**src/rtl/tenbit_pkg.sv**
```systemverilog
// Shared definitions for the ten-bit serializer: default word width,
// controller state encoding and the level held on the line between frames.
package tenbit_pkg;

  localparam int WIDTH_DEFAULT = 10;

  typedef enum logic [1:0] {
    IDLE  = 2'b00,
    SHIFT = 2'b01,
    DONE  = 2'b10
  } state_t;

  localparam logic IDLE_LEVEL = 1'b0;

endpackage

```
**src/rtl/tenbit_serializer_bit_timer.sv**
```systemverilog
// Modulo-CLKS_PER_BIT counter; bit_tick marks the last clock of the current bit.
module bit_timer #(
  parameter int CLKS_PER_BIT = 4
) (
  input  logic clk,
  input  logic rst,
  input  logic en,
  input  logic clr,
  output logic bit_tick
);

  // Keep at least one counter bit so CLKS_PER_BIT=1 still elaborates.
  localparam int CW = (CLKS_PER_BIT > 1) ? $clog2(CLKS_PER_BIT) : 1;
  localparam logic [CW-1:0] TERMINAL = CW'(CLKS_PER_BIT - 1);

  logic [CW-1:0] count;

  assign bit_tick = en && (count == TERMINAL);

  always_ff @(posedge clk or negedge rst) begin
    if (!rst) begin
      count <= '0;
    end else if (clr) begin
      count <= '0;
    end else if (en) begin
      count <= bit_tick ? '0 : count + 1'b1;
    end
  end

endmodule

```
**src/rtl/tenbit_serializer.sv**
```systemverilog
// Parallel-to-serial shifter: accepts a word on a valid/ready handshake and
// drives it bit by bit, each held CLKS_PER_BIT clocks, framed by frame/done.
module tenbit_serializer
  import tenbit_pkg::*;
#(
  parameter int WIDTH        = WIDTH_DEFAULT,
  parameter int CLKS_PER_BIT = 4,
  parameter bit MSB_FIRST    = 1'b1
) (
  input  logic                     clk,
  input  logic                     rst,
  input  logic [WIDTH-1:0]         par_data,
  input  logic                     load_valid,
  output logic                     load_ready,
  output logic                     serial_out,
  output logic                     frame,
  output logic [$clog2(WIDTH)-1:0] bit_index,
  output logic                     done
);

  localparam int IW = $clog2(WIDTH);
  localparam logic [IW-1:0] LAST_INDEX = IW'(WIDTH - 1);

  state_t           state;
  logic [WIDTH-1:0] shift_reg;
  logic [WIDTH-1:0] shift_next;
  logic             bit_tick;

  // Rotate rather than shift so the word's head bit is always at a fixed end.
  assign shift_next = MSB_FIRST ? {shift_reg[WIDTH-2:0], shift_reg[WIDTH-1]}
                                : {shift_reg[0], shift_reg[WIDTH-1:1]};

  function automatic logic head_bit(input logic [WIDTH-1:0] word);
    return MSB_FIRST ? word[WIDTH-1] : word[0];
  endfunction

  bit_timer #(
    .CLKS_PER_BIT(CLKS_PER_BIT)
  ) u_bit_timer (
    .clk      (clk),
    .rst      (rst),
    .en       (state == SHIFT),
    .clr      (state != SHIFT),
    .bit_tick (bit_tick)
  );

  always_ff @(posedge clk or negedge rst) begin
    if (!rst) begin
      state      <= IDLE;
      load_ready <= 1'b1;
      serial_out <= IDLE_LEVEL;
      frame      <= 1'b0;
      bit_index  <= '0;
      done       <= 1'b0;
      shift_reg  <= '0;
    end else begin
      case (state)
        IDLE: begin
          if (load_valid) begin
            state      <= SHIFT;
            load_ready <= 1'b0;
            frame      <= 1'b1;
            shift_reg  <= par_data;
            serial_out <= head_bit(par_data);
            bit_index  <= '0;
          end
        end
        SHIFT: begin
          if (bit_tick) begin
            if (bit_index == LAST_INDEX) begin
              state      <= DONE;
              frame      <= 1'b0;
              serial_out <= IDLE_LEVEL;
              done       <= 1'b1;
              bit_index  <= '0;
            end else begin
              shift_reg  <= shift_next;
              serial_out <= head_bit(shift_next);
              bit_index  <= bit_index + 1'b1;
            end
          end
        end
        DONE: begin
          state      <= IDLE;
          done       <= 1'b0;
          load_ready <= 1'b1;
        end
        default: begin
          state      <= IDLE;
          load_ready <= 1'b1;
          serial_out <= IDLE_LEVEL;
          frame      <= 1'b0;
          bit_index  <= '0;
          done       <= 1'b0;
        end
      endcase
    end
  end

endmodule
```
**config.mk**
```make
export PLATFORM = sky130hd
export DESIGN_NAME = tenbit_serializer
export DESIGN_NICKNAME = d
export VERILOG_FILES = /design/src/rtl/tenbit_pkg.sv /design/src/rtl/tenbit_serializer_bit_timer.sv /design/src/rtl/tenbit_serializer.sv
export SDC_FILE = /design/constraint.sdc
export NUM_CORES = 1
export LEC_CHECK = 0
export ABC_AREA = 0
export CAP_MARGIN = 10
export CORE_AREA = 5 5 55 57
export CTS_CLUSTER_SIZE = 24
export DETAILED_ROUTE_END_ITERATION = 12
export DIE_AREA = 0 0 60 62
export GPL_TIMING_DRIVEN = 0
export PLACE_DENSITY = 0.72
export SLEW_MARGIN = 5
export SYNTH_ARGS = -nofsm -noshare
export SYNTH_HDL_FRONTEND = slang
export SYNTH_HIERARCHICAL = 1
export SYNTH_SLANG_ARGS = --single-unit
```
**constraint.sdc**
```tcl
create_clock -name clk -period 2.64 [get_ports clk]
set_clock_uncertainty 0.2 [all_clocks]
set_input_delay 0.396 -clock clk [delete_from_list [all_inputs] [get_ports clk]]
set_output_delay 0.396 -clock clk [all_outputs]
set_load 0.02 [all_outputs]
```
======== Word level (Yosys, flattened, before mapping) ========
Cells that the tools add are included.
Widths: inputs -> output; s select.
word-level totals
  register bits after elaboration ......... 22
  word-level logic and storage cells ...... 60
  output and inout bits ................... 8
  bits of input ports ..................... 13
operators by class
  equal/unequal tests ..................... 9
  bitwise logic cells ..................... 3
  add/sub/neg operators ................... 2
  reduce and logical (&&, ||, !) cells .... 10
  multiplexer cells ....................... 28
operators by type and width
  operator             count
  $mux 10              3
  $pmux 10 s2          1
  $mux 2               6
  $mux 4               3
  $pmux 4 s3           1
  $mux 1               9
  $reduce_and 3->1     3
  $ne 2x2->1 const B   4
  $reduce_and 4->1     2
  $pmux 1 s3           2
  $add 4x1->4 const B  1
  $eq 2x2->1 const B   2
  $eq 4x4->1 const B   1
  $pmux 1 s2           2
  $pmux 2 s2           1
  $reduce_bool 2->1    2
  $not 1->1            3
  $add 2x1->2 const B  1
  $eq 2x1->1 const B   1
  $logic_not 2->1      1
  $ne 2x1->1 const B   1
  $reduce_and 2->1     1
  $logic_and 1x1->1    1

======== Logic depth before layout (Yosys ltp) ========
  depth after elaboration ................. 5
  depth in mapped cells ................... 8
  mapped depth without buffers ............ 6

======== Cells and area by module ========
The synthesis kept the hierarchy.
modules (own cells, without submodules)
  module             instances  sequential area each (um2)  cells each  area each (um2)
  tenbit_serializer  1          501.7                       82          1,052.3
  bit_timer          1          50.0                        9           106.4

======== Worst setup path before layout ========
No wires, ideal clock.
  kind .................................... reg2reg
  start ................................... register state[1]
  end ..................................... register shift_reg[0]
  library setup time ...................... 0.125 ns
  arrival time ............................ 1.869 ns
  path slack .............................. 0.446 ns
  required time ........................... 2.315 ns
  period minus slack after synthesis ...... 2.194 ns
  path buffers ............................ 2
  stages on the path, launching flop included .. 9
  cells stage by stage .................... dfrtp_1 -> buf_6 -> nand2b_4 -> inv_4 -> buf_6 -> and2_1 -> mux2i_1 -> nor3_4 -> mux2_2
on the way
  cells in the longest elaborated chain, start to end .. 4
  elaborated cells between the ends (all ways) .. 9
  classes of those cells .................. eq/ne: 4; mux: 1; reduce/logical: 4
ends and longest elaborated chain
  item                               RTL line                           text
  start: declaration                 tenbit_serializer.sv:24            state_t state;
  start signal: assignment           tenbit_serializer.sv:49            state <= IDLE;
  start signal: assignment           tenbit_serializer.sv:60            state <= SHIFT;
  start signal: assignment           tenbit_serializer.sv:71            state <= DONE;
  $eq 2x1->1                         tenbit_serializer.sv:42            .en (state == SHIFT),
  $logic_and 1x1->1                  tenbit_serializer_bit_timer.sv:18  assign bit_tick = en && (count == TERMINAL);
  named net bit_tick                 tenbit_serializer.sv:27            logic bit_tick;
  $ne 2x2->1 (no source line)        --
  $reduce_and 4->1 (no source line)  --
  end signal: assignment             tenbit_serializer.sv:63            shift_reg <= par_data;
  end signal: assignment             tenbit_serializer.sv:77            shift_reg <= shift_next;
  end: declaration                   tenbit_serializer.sv:25            logic [WIDTH-1:0] shift_reg;
The timed path passes the listed nets, and every way through them passes these cells.
A chain may end at the register's enable or synchronous reset.

======== Worst setup path in the final report ========
  start ................................... register state[1]
  end ..................................... register shift_reg[5]
The elaborated chain is that of the path after synthesis.

==> flow_metrics.env <==
export IMPL_power_frac_seq_pct=37.9
export IMPL_rsz0062_at_grt="false"
export IMPL_drc_errors=0
export IMPL_arrival_ns=2.51
export IMPL_max_stage_delay_ns=0.43
export IMPL_dp_slack_ns=0.148
export IMPL_critPathBufInv=3
export IMPL_slew_violations=0
export IMPL_synth_distinct_cells=33
export IMPL_start_kind="register"
export IMPL_ys_seq_elements=22
export IMPL_crit_path_max_fanout=13
export IMPL_syn_area_per_cell_sq_um=12.7
export IMPL_setup_viol=0
export IMPL_drt_total_wl_microns=2150
export IMPL_ios=21
export IMPL_tritoncts="yes"
export IMPL_synthArstFlopShare_pct=100
export IMPL_timing_fmax_ghz=0.401
export IMPL_cts_reportedPaths_clkPinSlew_ns=0.13
export IMPL_dr_first_iter_drc_count=10
export IMPL_initial_core_util_pct=47.6
export IMPL_layout_min_cycle_time_ns=2.49
export IMPL_reg2reg_from="state[1]"
export IMPL_hold_viol_final=0
export IMPL_avgRoutedWirePerCell_microns=14.8
export IMPL_die_area_sq_um=3720
export IMPL_crit_chain="buf_6, nand2b_4, inv_4, buf_6, and2_1, mux2i_1, nor3_4, mux2_2"
export IMPL_detailed_place_hpwl_microns=1570
export IMPL_ys_flop_type="dfrtp_1"
export IMPL_antenna_found_initial=0
export IMPL_crit_top_cell="buf_6"
export IMPL_p_switching_uw=553
export IMPL_p_leak_nw=0.631
export IMPL_groute_usage_overall_pct=13.6
export IMPL_synth_area_sq_um=1160
export IMPL_drive_gt1_share_pct=28.7
export IMPL_largest_reg_flops=10
export IMPL_crit_family="simple AND/OR/NAND/NOR gates"
export IMPL_min_from="done"
export IMPL_power_frac_comb_pct=49.5
export IMPL_gp_congestion=0.746
export IMPL_die_h_microns=62
export IMPL_clk_insertion_delay_late_ns=0.31
export IMPL_numClockSinks=22
export IMPL_synthCells=91
export IMPL_syn_to_final_growth_pct=23.6
export IMPL_post_cts_repair_setup_buffers=0
export IMPL_outcome="finished clean"
export IMPL_hp_class="reg2reg"
export IMPL_cts_made_buffers=3
export IMPL_nNetsFinal=132
export IMPL_grt_pass1_vias=864
export IMPL_cp_slowest_cell="nor3_4"
export IMPL_cts_buffer_depth=2
export IMPL_fin_crit_sh_pct=94.5
export IMPL_crit_path_end_kind="register"
export IMPL_ctsResizeCount=0
export IMPL_overflow=0
export IMPL_power_density_nw_per_um2=1080
export IMPL_finalSetupTns_ns=0
export IMPL_dieWidth_microns=60
export IMPL_fillers=200
export IMPL_grt_max_degree=23
export IMPL_ant_nets=0
export IMPL_internal_power_uw=994
export IMPL_setup_ws_ns=0.145
export IMPL_vias=790
export IMPL_ys_warn_count=6
export IMPL_tightest_slew_ns=1.04
export IMPL_seq_area_frac_synth_pct=47.6
export IMPL_drt_pass1_iter_count=3
export IMPL_row_count=18
export IMPL_clock_power_share_pct=12.6
export IMPL_via_per_inst=5.45
export IMPL_synth_edf_count=0
export IMPL_slew_headroom_pct=30.5
export IMPL_htree_levels=1
export IMPL_criticalPathCategory="reg2reg"
export IMPL_syn_nets=107
export IMPL_startpoint="state[1]"
export IMPL_sw_frac_of_total_pct=35.7
export IMPL_vdd_ir_drop_max_uv=584
export IMPL_antennaDiodeCount=0
export IMPL_core_area_sq_um=2430
export IMPL_grt_pass1_wl_microns=3740
export IMPL_numPortBuffers=20
export IMPL_maxCapViolations=0
export IMPL_r2r_setup_slack_ns=0.15
export IMPL_cts_hold_buf=0
export IMPL_worstPathRequired_ns=2.66
export IMPL_cts_root_buffer="clkbuf_4"
[cell usage in the layout, fill, tap and decap left out, types with 2 or more instances in the layout]
cell type,count
nor2_1,4
ha_1,3
dfrtp_1,21
o2bb2ai_1,3
mux2i_1,4
nand2b_1,4
buf_6,3
mux2_2,17
clkdlybuf4s50_1,20
and2_1,2
inv_1,4
nand3_1,3
clkbuf_4,3
o21ai_0,2
[routing by layer]
metal  track usage (%)  vias up  routed length, microns
met2              24.2       19                    1050
met4              6.65        0                      26
met5                 0        -                       0
met3              2.89        4                     138
li1                  -      383                       -
met1              15.4      384                     934
[kinds of logic after synthesis]
group                      after synthesis  synth area share, %
and+or+nand+nor                         21                 13.3
adders and majority gates                3                 3.24
AOI/OAI and AO/OA                       15                 9.83
muxes                                   22                 21.3
buffers and inverters                    8                 4.75
DFF                                     22                 47.6
[synthesized netlist by cell type (2+ instances only)]
library cell / count / area [sq um]
inv_1: 4 / 15.0
mux2i_1: 4 / 40.0
dfrtp_1: 21 / 526
ha_1: 3 / 37.5
nor2_1: 4 / 15.0
o2bb2ai_1: 3 / 26.3
mux2_2: 17 / 191
nand3_1: 3 / 15.0
buf_6: 3 / 33.8
o21ai_0: 2 / 10.0
and2_1: 2 / 12.5
nand2b_1: 4 / 25.0
[path summary, 6_finish.rpt]
path | end | cells after the start
min in group asynchronous | bit_index[2] | 1
setup reg to reg | shift_reg[5] | 8
max in group asynchronous | shift_reg[1] | 1
hold reg to reg | done | 2
setup / recovery | shift_reg[5] | 8
hold / removal | done | 2
[worst min-delay path: stages (launching register included)]
cell and delay, ns:
dfrtp_1 0.37, a21oi_1 0.05, nor2_1 0.07
[final cells by class]
cell class	count	area [sq um]	area share [%]
Timing Repair Buffer	20	200	14.0
Clock buffer	4	36.3	2.53
Tap cell	30	37.5	2.62
Multi-Input combinational cell	61	552	38.5
Sequential cell	22	552	38.5
Buffer	3	33.8	2.36
Inverter	5	21.3	1.48
[per-stage QoR]
step / area, sq um / cells / total power [mW] / util [%] / hold slack (ns)
2_1_floorplan: 1160 / 91 / 1.13 / - / -0.0996
3_3_place_gp: 1400 / 141 / 1.34 / 57.4 / 0.281
3_5_place_dp: 1400 / 141 / 1.37 / 57.4 / 0.290
4_1_cts: 1430 / 145 / 1.56 / 58.9 / 0.321
5_1_grt: 1430 / 145 / 1.67 / 58.9 / 0.349
6_report: 1430 / 145 / 1.55 / 58.9 / 0.312
[power groups by stage]
stage | clock, mW | combinational (mW) | sequential (mW)
after detailed placement | 0 | 0.774 | 0.597
after CTS | 0.198 | 0.778 | 0.588
after global placement | 0 | 0.748 | 0.590
after floorplan | 0 | 0.493 | 0.638
after global routing | 0.212 | 0.849 | 0.612
final | 0.195 | 0.766 | 0.587
Power figures use the tool's default switching activity.
